[src/rtl/neuron_sigmoid_pipe.sv]
// neuron_sigmoid_pipe
// -------------------
// Output stage of the four-input neuron. Takes the neuron's negated weighted sum
// (neg_sum = -(w.x + bias)) in signed Q8.8 and produces sigmoid(z), z = -neg_sum,
// through a four-segment piecewise-linear approximation. There are three pipeline
// stages, a class bit and a wrapping count of delivered results.
//
// Ports
//   clk        in   1      rising-edge clock
//   rst_n      in   1      asynchronous active-low reset
//   in_valid   in   1      neg_sum is valid
//   in_ready   out  1      the pipeline can take a sample this cycle
//   neg_sum    in   IN_W   signed Q8.8 negated weighted sum
//   out_valid  out  1      y and y_class are valid
//   out_ready  in   1      the consumer takes y this cycle
//   y          out  8      unsigned Q0.8 sigmoid value
//   y_class    out  1      y >= THRESH
//   res_cnt    out  CNT_W  number of delivered results, wraps
//
// Handshake: a transfer happens on a port in every cycle where valid and ready are
// both high. The source holds its data while valid is high and ready is low. All
// three stages advance together when the output register is empty or is being
// drained (adv). Bubbles travel down the pipe as valid=0 and are not collapsed.
module neuron_sigmoid_pipe #(
    parameter int IN_W   = 16,
    parameter int THRESH = 128,
    parameter int CNT_W  = 16
) (
    input  logic                    clk,
    input  logic                    rst_n,
    input  logic                    in_valid,
    output logic                    in_ready,
    input  logic signed [IN_W-1:0]  neg_sum,
    output logic                    out_valid,
    input  logic                    out_ready,
    output logic [7:0]              y,
    output logic                    y_class,
    output logic [CNT_W-1:0]        res_cnt
);

    localparam logic signed [IN_W-1:0] MIN_NEG = {1'b1, {(IN_W-1){1'b0}}};
    localparam logic [IN_W-2:0] A_SEG1 = (IN_W-1)'(256);   // |z| < 1.0
    localparam logic [IN_W-2:0] A_SEG2 = (IN_W-1)'(608);   // |z| < 2.375
    localparam logic [IN_W-2:0] A_SEG3 = (IN_W-1)'(1280);  // |z| < 5.0
    localparam logic [7:0]      THRESH_V = 8'(THRESH);

    logic adv;

    // Stage 1 registers: sign of z and |z|.
    logic            s1_valid;
    logic            s1_sgn;
    logic [IN_W-2:0] s1_a;

    // Stage 2 registers: positive-half sigmoid value f (Q0.8, up to 256) and sign.
    logic            s2_valid;
    logic            s2_sgn;
    logic [8:0]      s2_f;

    // Stage 1 combinational terms
    logic            sgn_d;
    logic [IN_W-2:0] a_d;
    logic [IN_W-2:0] neg_mag;

    // Stage 2 / 3 combinational terms
    logic [8:0]      f_d;
    logic [8:0]      v_d;
    logic [7:0]      y_d;
    logic            class_d;

    assign adv      = ~out_valid | out_ready;
    assign in_ready = adv;

    // The low IN_W-1 bits of -neg_sum; that is |z| whenever z >= 0 and z is representable.
    assign neg_mag = -neg_sum[IN_W-2:0];

    // z = -neg_sum. The most negative input would overflow, so it saturates to the
    // largest positive z. A positive neg_sum means z < 0 and |z| = neg_sum.
    always_comb begin
        sgn_d = 1'b0;
        a_d   = neg_mag;
        if (neg_sum == MIN_NEG) begin
            a_d = '1;
        end else if (!neg_sum[IN_W-1] && (neg_sum != '0)) begin
            sgn_d = 1'b1;
            a_d   = neg_sum[IN_W-2:0];
        end
    end

    // Piecewise-linear segments on |z|. The slice in each segment is the truncating
    // shift; the bounds of the segment keep the slice narrow enough for 9-bit f.
    always_comb begin
        f_d = 9'd256;
        if (s1_a < A_SEG1) begin
            f_d = 9'd128 + {3'b000, s1_a[7:2]};
        end else if (s1_a < A_SEG2) begin
            f_d = 9'd160 + {2'b00, s1_a[9:3]};
        end else if (s1_a < A_SEG3) begin
            f_d = 9'd216 + {3'b000, s1_a[10:5]};
        end
    end

    // Sigmoid symmetry: sigmoid(-z) = 1 - sigmoid(z). 1.0 (256) clamps to 255.
    always_comb begin
        v_d     = s2_sgn ? (9'd256 - s2_f) : s2_f;
        y_d     = v_d[8] ? 8'hFF : v_d[7:0];
        class_d = (y_d >= THRESH_V);
    end

    always_ff @(posedge clk or negedge rst_n) begin
        if (!rst_n) begin
            s1_valid  <= 1'b0;
            s1_sgn    <= 1'b0;
            s1_a      <= '0;
            s2_valid  <= 1'b0;
            s2_sgn    <= 1'b0;
            s2_f      <= '0;
            out_valid <= 1'b0;
            y         <= '0;
            y_class   <= 1'b0;
            res_cnt   <= '0;
        end else begin
            if (adv) begin
                s1_valid <= in_valid;
                if (in_valid) begin
                    s1_sgn <= sgn_d;
                    s1_a   <= a_d;
                end
                s2_valid <= s1_valid;
                if (s1_valid) begin
                    s2_sgn <= s1_sgn;
                    s2_f   <= f_d;
                end
                out_valid <= s2_valid;
                // y keeps the last delivered value while a bubble occupies the output.
                if (s2_valid) begin
                    y       <= y_d;
                    y_class <= class_d;
                end
            end
            if (out_valid && out_ready) begin
                res_cnt <= res_cnt + CNT_W'(1);
            end
        end
    end

endmodule

[config.mk]
export PLATFORM = sky130hd
export DESIGN_NAME = neuron_sigmoid_pipe
export DESIGN_NICKNAME = d
export VERILOG_FILES = /design/src/rtl/neuron_sigmoid_pipe.sv
export SDC_FILE = /design/constraint.sdc
export NUM_CORES = 1
export LEC_CHECK = 0
export ABC_CLOCK_PERIOD_IN_PS = 2300
export CORE_ASPECT_RATIO = 0.6
export CORE_MARGIN = 2
export CORE_UTILIZATION = 30
export DETAILED_ROUTE_END_ITERATION = 8
export GPL_ROUTABILITY_DRIVEN = 0
export GPL_TIMING_DRIVEN = 0
export SLEW_MARGIN = 20
export SYNTH_ARGS = -nofsm -noshare
export SYNTH_HDL_FRONTEND = slang
export SYNTH_SLANG_ARGS = --single-unit
[constraint.sdc]
create_clock -name clk -period 2.3 [get_ports clk]
set_clock_uncertainty 0.2 [all_clocks]
set_input_delay 0.23 -clock clk [delete_from_list [all_inputs] [get_ports clk]]
set_output_delay 0.23 -clock clk [all_outputs]
set_load 0.05 [all_outputs]
-- After elaboration in Yosys (flattened, before gate mapping)
Cells that the tools add are included.
- flip-flop bits (word level): 54
- output and inout bits: 27
- multiplexer cells: 9
- order comparisons: 4
- bitwise operators: 2
- equal/unequal tests: 1
- $add $sub $neg: 6
- reduce and logical (&&, ||, !) cells: 7
- operators by type and width (kind ; count):
    two-way mux 9 bit ; 4
    two-way mux 15 bit ; 2
    adder 8 x 6 -> 9 bit (first input constant) ; 2
    adder 16 x 1 -> 16 bit (second input constant) ; 1
    == test 16 bit (second input constant) ; 1
    nonzero test 16 bit ; 1
    less-than comparator 15 x 10 -> 1 bit (second input constant) ; 1
    less-than comparator 15 x 11 -> 1 bit (second input constant) ; 1
    less-than comparator 15 x 9 -> 1 bit (second input constant) ; 1
    negation 15 bit ; 1
    adder 8 x 7 -> 9 bit (first input constant) ; 1
    subtractor 9 bit (first input constant) ; 1
    >= comparator 8 bit (second input constant) ; 1
    two-way mux 8 bit ; 1
    AND reduction 2 bit ; 3
    logical AND 1 bit ; 2
    two-way mux 1 bit ; 2
    zero test 1 bit ; 1
    NOT 1 bit ; 1
    bitwise OR 1 bit ; 1

-- Longest topological paths before layout
Gate-level depths: netlist of run 1.
- depth in word-level cells: 4
- gate-level depth with buffers: 8

-- Least setup slack after synthesis of run 1
OpenSTA, ideal clock, no wires.
- kind: register -> register
- from: register out_valid
- to: register s1_a[9]
- stages on the path, launching flop included: 6
- arrival time: 2.185 ns
- path slack: -0.242 ns
- cells stage by stage: dfrtp_1 nand2b_1 clkbuf_1 nand2_1 nor2_1 a221oi_1
- cells in the longest elaborated chain, start to end: 3
- RTL lines (item ; RTL line ; source):
    start: declaration ; 34 ; output logic out_valid,
    start signal: assignment ; 133 ; out_valid <= s2_valid;
    NOT 1 bit ; 70 ; assign adv = ~out_valid | out_ready;
    bitwise OR 1 bit ; 70 ;
    via in_ready ; 32 ; output logic in_ready,
    AND reduction 2 bit (no source line) ; - ;
    end signal: assignment ; 113 ; s1_a <= '0;
    end signal: assignment ; 126 ; s1_a <= a_d;
    end: declaration ; 52 ; logic [IN_W-2:0] s1_a;
The timed path passes the listed nets, and every way through them passes these cells.
A chain may end at the register's enable or synchronous reset.

-- Worst setup path in the final report of run 1
- from: register s2_f[4]
- to: register y[7]
- cells in the longest elaborated chain, start to end: 3
- RTL lines (item ; RTL line ; source):
    start: declaration ; 57 ; logic [8:0] s2_f;
    start signal: assignment ; 116 ; s2_f <= '0;
    start signal: assignment ; 131 ; s2_f <= f_d;
    subtractor 9 bit ; 104 ; v_d = s2_sgn ? (9'd256 - s2_f) : s2_f;
    two-way mux 9 bit ; 104 ;
    two-way mux 8 bit ; 105 ; y_d = v_d[8] ? 8'hFF : v_d[7:0];
    end signal: assignment ; 136 ; y <= y_d;
    end: declaration ; 36 ; output logic [7:0] y,
Every way passes these cells.

==> results of run 1 <==
==> per-stage QoR <==
step                      setup WS, ns  setup TNS (ns)  cell area [um2]  util, %  hold WS (ns)
after floorplan                 0.1280               0             2808        -       -0.2656
after global placement         -0.8007          -42.79             3413    37.42        0.2479
after detailed placement       -0.3243          -1.644             3411    37.39        0.1175
after CTS                      0.05727               0             3572    39.16        0.2769
after global routing          0.002071               0             3617    39.66        0.3022
final                          0.06294               0             3617    39.66        0.2685
==> cell families after synthesis <==
| group | count (synthesis) |
|---|---|
| muxes | 6 |
| and+or+nand+nor | 103 |
| DFF | 52 |
| adders and majority gates | 5 |
| AOI/OAI and AO/OA | 71 |
| buffers and inverters | 25 |
| xor gates and xnor gates | 31 |
==> flip-flops by register name, summed over array words and instances (netlist names) <==
register	count
res_cnt	16
s2_f	9
s2_sgn	1
out_valid	1
s1_valid	1
s1_a	13
s2_valid	1
y	8
s1_sgn	1
y_class	1
==> power by group <==
part / switching (mW) / leakage, nW / internal, mW
registers: 0.186 / 0.632 / 1.13
clock network: 0.333 / 0.0702 / 0.405
logic: 1.00 / 0.763 / 0.605
==> routing by layer <==
layer,share of wire [%],track usage (%)
met2,41,19.42
met3,4.1,3.235
met1,54,21.37
met5,0,0
met4,0.50,2.283
==> path summary, 6_finish.rpt <==
kind                                          from                      end  slack, ns  cells after the start
min reg2reg                res_cnt[15]$_DFFE_PN0P_  res_cnt[15]$_DFFE_PN0P_       0.27                      1
max reg2reg                    s2_f[4]$_DFFE_PN0P_         y[7]$_DFFE_PN0P_       0.06                      6
min                        res_cnt[15]$_DFFE_PN0P_  res_cnt[15]$_DFFE_PN0P_       0.27                      1
min in group asynchronous                    rst_n      s1_a[4]$_DFFE_PN0P_       0.33                      2
max                            s2_f[4]$_DFFE_PN0P_         y[7]$_DFFE_PN0P_       0.06                      6
max in group asynchronous                    rst_n      s2_f[2]$_DFFE_PN0P_       1.10                      2
==> area by class of cell <==
class / instances / area [um2]
clock buffer: 5 / 125.1
multi-input combinational: 216 / 1423
fill: 950 / 5504
clock inverter: 3 / 21.27
inverter: 9 / 33.78
buffer: 15 / 77.57
tap: 116 / 145.1
sequential: 52 / 1303
timing repair buffer: 50 / 489.2
==> cells in the mapped netlist (all sizes together) (2+ instances only) <==
cell type | number | share of area (%)
clkbuf | 13 | 1.7
o21a | 4 | 1.1
nor3 | 5 | 0.89
nor3b | 2 | 0.53
nor4 | 7 | 1.6
nand2 | 23 | 3.1
a22o | 4 | 1.2
buf | 3 | 1.1
dfrtp | 52 | 46
nand3 | 9 | 1.6
and3 | 4 | 0.89
or3 | 3 | 0.67
nand2b | 3 | 0.67
and4 | 3 | 0.94
mux2 | 2 | 0.80
xor2 | 16 | 5.0
nand4 | 3 | 0.67
ha | 5 | 2.2
o32ai | 2 | 0.62
o31ai | 7 | 1.9
inv | 9 | 1.2
or4 | 5 | 1.5
xnor2 | 15 | 4.7
nor2 | 24 | 3.2
o41ai | 2 | 0.62
a21oi | 19 | 3.4
mux2i | 4 | 1.4
a22oi | 3 | 0.80
nor2b | 2 | 0.45
and2 | 7 | 1.6
o21ai | 19 | 3.4
==> worst register-to-register path, stage by stage, from the launching register on <==
cell and delay [ns]:
dfrtp_1 0.40, or4_4 0.58, or4_4 0.49, and3_4 0.19
buf_6 0.13, nand2_1 0.08, o21a_1 0.11
==> timing repair <==
item / 4_1_cts / 5_1_grt
setup endpoints to repair: 2 / 16
hold buffers: 1 / 0
pin swaps: 0 / 1
endpoints found under the hold margin: 52 / 0
gates resized for setup: 2 / 8
buffers inserted: 0 / 3
==> impl_metrics.toml, run 1 <==
[route]
drtAntennaViolNets = 0
via_per_inst = 4.987
dr.pass1.iters = 4
drc_errors = 0
vias = 2324
wl_per_cell_um = 13.86
drtIter0Drc = 165
wl_mm = 6.459

[grt]
grt_pass1_vias = 2315
grt_max_degree = 53
grt_usage_pct = 13.73
grt_pass1_wl_mm = 11.26
grt_overflow = 0
antenna_found_initial = 0

[clock_tree]
cts_tree = "built"
clock_sinks = 52
path_clk_slew_ns = 0.07
worstSkewPairLatency_ns = 0.28
cts-buffers-inserted = 5
root_buffer = "clkbuf_16"
htree_levels = 2
clk_path_buf_depth = 2

[pwr]
power_mw = 3.665
power_leakage_nw = 1.465
vdd_drop_max_mv = 0.6868
powerDensity_mw_per_mm2 = 1013

[yosys]
ys_seq_area_share_pct = 46.37
synth_top_family_by_area = "simple AND/OR/NAND/NOR gates"
synthAdderAreaFrac_pct = 2.229
synthMuxAreaShare_pct = 2.229
synth-xor-area-share_pct = 9.675
synth_area_mm2 = 0.002806
ys.flop_type = "dfrtp_1"
ys_types = 47
synth-edff-count = 0
syn-instance-count = 293
ys_ff_latch = 52
ys_warn_count = 0
async_reset_ff_share_pct = 100.0
syn_nets = 318
syn_area_per_cell_um2 = 9.578
synth_compound_gate_area_share_pct = 16.50
synthSimpleGateAreaFrac_pct = 18.99

[setup_path]
worst_setup_path_start_kind = "flop"
crit_type = "flop to flop"
path_common_cell = "or4_4"
slowest_delay_ns = 0.58
path_max_fanout = 8
cp-end-kind = "flop"
cp_slowest_cell = "or4_4"
crit_family = "simple AND/OR/NAND/NOR gates"
required_ns = 2.33
crit_arrival_ns = 2.26
cp_num_buf_inv = 1
crit_chain = "or4_4 -> or4_4 -> and3_4 -> buf_6 -> nand2_1 -> o21a_1"

[sta]
rsz0062_at_grt = "false"
min_period_ns = 2.237
relSlewSlack_pct = 55.65
fin_crit_sh_pct = 97.26
finalHoldViolCount = 0
fmaxAchievable_ghz = 0.4470
setup_violations = 0
worst_pin_slew_ns = 0.6653
slew_viol_final = 0

[die]
fp-row-count = 27
initial_utilization_pct = 30.77
design.die.area_mm2 = 0.01017
ios = 47
die_y_um = 78.92
core_mm2 = 0.009121
die_x_um = 128.9

[placed_design]
post-place-cells = 455
dp_hpwl_mm = 4.682
io_buffers = 46

[finish]
final_common_cell = "dfrtp_1"
final_nets = 374
synthToLayoutAreaGrowth_pct = 28.89
num_antenna_cells = 0
drive_gt1_share_pct = 8.000
layout_common_cells = "dfrtp_1 (51), clkdlybuf4s50_1 (44), nand2_1 (23), nor2_1 (23)"
layout.cells.non_filler = 466

[outcome]
status = "finished clean"

[flow_run]
max_cap_violations = 0

[hold_path]
hold_class = "flop to flop"
Note: power is estimated with default switching activity, not from simulation.
==> inputs of run 2 (changes only) <==
Settings changed: CTS_CLUSTER_DIAMETER from default to 100, PLACE_DENSITY from default to 0.56.
==> impl_metrics.toml, run 2 (synthesis results as in run 1) <==
[sta]
setup_violations = 0
worst_pin_slew_ns = 0.6670
worst_slack_ns = 0.05246
relSlewSlack_pct = 55.54
slew_viol_final = 0
finalHoldViolCount = 0
tns_ns = 0
fmaxAchievable_ghz = 0.4449
min_period_ns = 2.248
fin_crit_sh_pct = 97.72

[setup_path]
worst_r2r_endpoint = "y_class$_DFFE_PN0P_"
cp-end-kind = "flop"
cp_slowest_cell = "or4_4"
crit_chain = "or4_4 -> or4_4 -> and3_4 -> buf_6 -> nand2_1 -> o21a_1"
rr_worst_depth = 6
path_depth = 6
cp-startpoint = "s2_f[4]$_DFFE_PN0P_"
rr_startpoint = "s2_f[4]$_DFFE_PN0P_"
slowest_delay_ns = 0.58
required_ns = 2.34
path_common_cell = "or4_4"
crit_arrival_ns = 2.29
crit_type = "flop to flop"
worst_setup_path_start_kind = "flop"
cp_num_buf_inv = 1
crit_family = "simple AND/OR/NAND/NOR gates"
cp-endpoint = "y_class$_DFFE_PN0P_"
worst-r2r-setup-slack_ns = 0.05
path_max_fanout = 8

[die]
initial_utilization_pct = 30.77
die_y_um = 78.92
fp-row-count = 27
core_mm2 = 0.009121
die_x_um = 128.9
design.die.area_mm2 = 0.01017
ios = 47

[placed_design]
dp_hpwl_mm = 4.743
dp_slack_ns = -0.2926
post-place-cells = 455
io_buffers = 46
dpl_cell_area_mm2 = 0.003411

[route]
wl_per_cell_um = 14.10
vias = 2363
drtAntennaViolNets = 0
dr.pass1.iters = 5
via_per_inst = 5.071
drc_errors = 0
drtIter0Drc = 117
wl_mm = 6.571

[pwr]
p_sw_share_pct = 40.55
pwr-share-seq_pct = 34.8
p_int_mw = 2.259
combPwrFrac_pct = 42.3
power_mw = 3.799
switchingPower_mw = 1.541
powerDensity_mw_per_mm2 = 1042
power_leakage_nw = 1.478
vdd_drop_max_mv = 0.6258
clockPowerShare_pct = 22.9

[finish]
nFillCells = 913
drive_gt1_share_pct = 7.714
final_nets = 374
top_regs = "res_cnt: 16 flops, s1_a: 13 flops, s2_f: 9 flops"
num_antenna_cells = 0
final_cell_area_mm2 = 0.003647
layout_common_cells = "dfrtp_1 (51), clkdlybuf4s50_1 (44), nand2_1 (23), nor2_1 (23)"
largest_register_ff_count = 16
final_common_cell = "dfrtp_1"
regMostFlops = "res_cnt"
synthToLayoutAreaGrowth_pct = 29.96
layout.cells.non_filler = 466

[clock_tree]
worstSkewPairLatency_ns = 0.30
clock_sinks = 52
clk_path_buf_depth = 2
path_clk_slew_ns = 0.07
cts_tree = "built"
cts-buffers-inserted = 5
root_buffer = "clkbuf_16"
htree_levels = 2

[grt]
grt_pass1_wl_mm = 11.40
grt_usage_pct = 14.16
grt_overflow = 0
antenna_found_initial = 0
grt_max_degree = 53
grt_pass1_vias = 2280

[hold_path]
hold_class = "flop to flop"

[flow_run]
max_cap_violations = 0

[outcome]
status = "finished clean"
[run 2: cell types whose count changed in the layout (fill, tap and decap cells not counted)]
cell	delta
nor4_4	+1
clkinv_2	-1
nor4_2	-1
bufinv_16	+1
clkinvlp_4	-1
clkbuf_1	+1
[run 2: worst min path at each step]
| stage | slack, ns | to | startpoint | cells after the start |
|---|---|---|---|---|
| 2_1_floorplan | -0.27 | out_valid$_DFFE_PN0N_ | rst_n | 0 |
| 3_3_place_gp | 0.25 | out_valid$_DFFE_PN0N_ | s2_valid$_DFFE_PN0N_ | 2 |
| 3_5_place_dp | 0.12 | s1_a[7]$_DFFE_PN0P_ | rst_n | 1 |
| 4_1_cts | 0.27 | out_valid$_DFFE_PN0N_ | s2_valid$_DFFE_PN0N_ | 2 |
| 5_1_grt | 0.31 | out_valid$_DFFE_PN0N_ | s2_valid$_DFFE_PN0N_ | 2 |
| 6_report | 0.27 | s1_a[2]$_DFFE_PN0P_ | s1_a[2]$_DFFE_PN0P_ | 2 |
[run 2: what timing repair did]
item	in CTS	in global routing
hold endpoints to repair	52	0
gates resized for setup	1	10
cloned	0	0
pin swaps	0	1
endpoints found under the setup margin	1	17
setup buffers	0	3
hold buffers	1	0
[run 2: through the flow]
stage          hold WS [ns]  util (%)
4_1_cts              0.2738     39.33
6_report             0.2706     39.99
2_1_floorplan       -0.2656         -
3_3_place_gp         0.2516     37.42
5_1_grt              0.3105     39.99
3_5_place_dp         0.1231     37.39
[run 2: area by class of cell]
class | instances | area, um2 | area share (%)
sequential | 52 | 1303 | 35.71
multi-input combinational | 216 | 1431 | 39.25
tap | 116 | 145.1 | 3.979
timing repair buffer | 50 | 489.2 | 13.41
inverter | 9 | 33.78 | 0.9262
clock inverter | 2 | 38.79 | 1.063
clock buffer | 6 | 128.9 | 3.533
buffer | 15 | 77.57 | 2.127
[run 2: power by group through the flow]
stage          Combinational [mW]  Sequential [mW]  Clock [mW]
2_1_floorplan               0.681             1.73           0
3_3_place_gp                 1.59             1.32           0
3_5_place_dp                 1.61             1.32           0
4_1_cts                      1.61             1.31       0.898
5_1_grt                      1.75             1.36       0.927
6_report                     1.61             1.32       0.869
[run 2: metal layers]
metal	share of wire (%)	up-vias	global-route usage (%)
met5	0	-	0
met4	1.3	0	4.457
met3	4.9	8	3.774
met2	39	49	19.47
met1	55	1145	21.37
li1	-	1161	-
[run 2: worst min-delay path, delay by kind of cell (launching register included)]
family | cells | cell delay [ns]
DFF | 1 | 0.35
and+or+nand+nor | 2 | 0.10
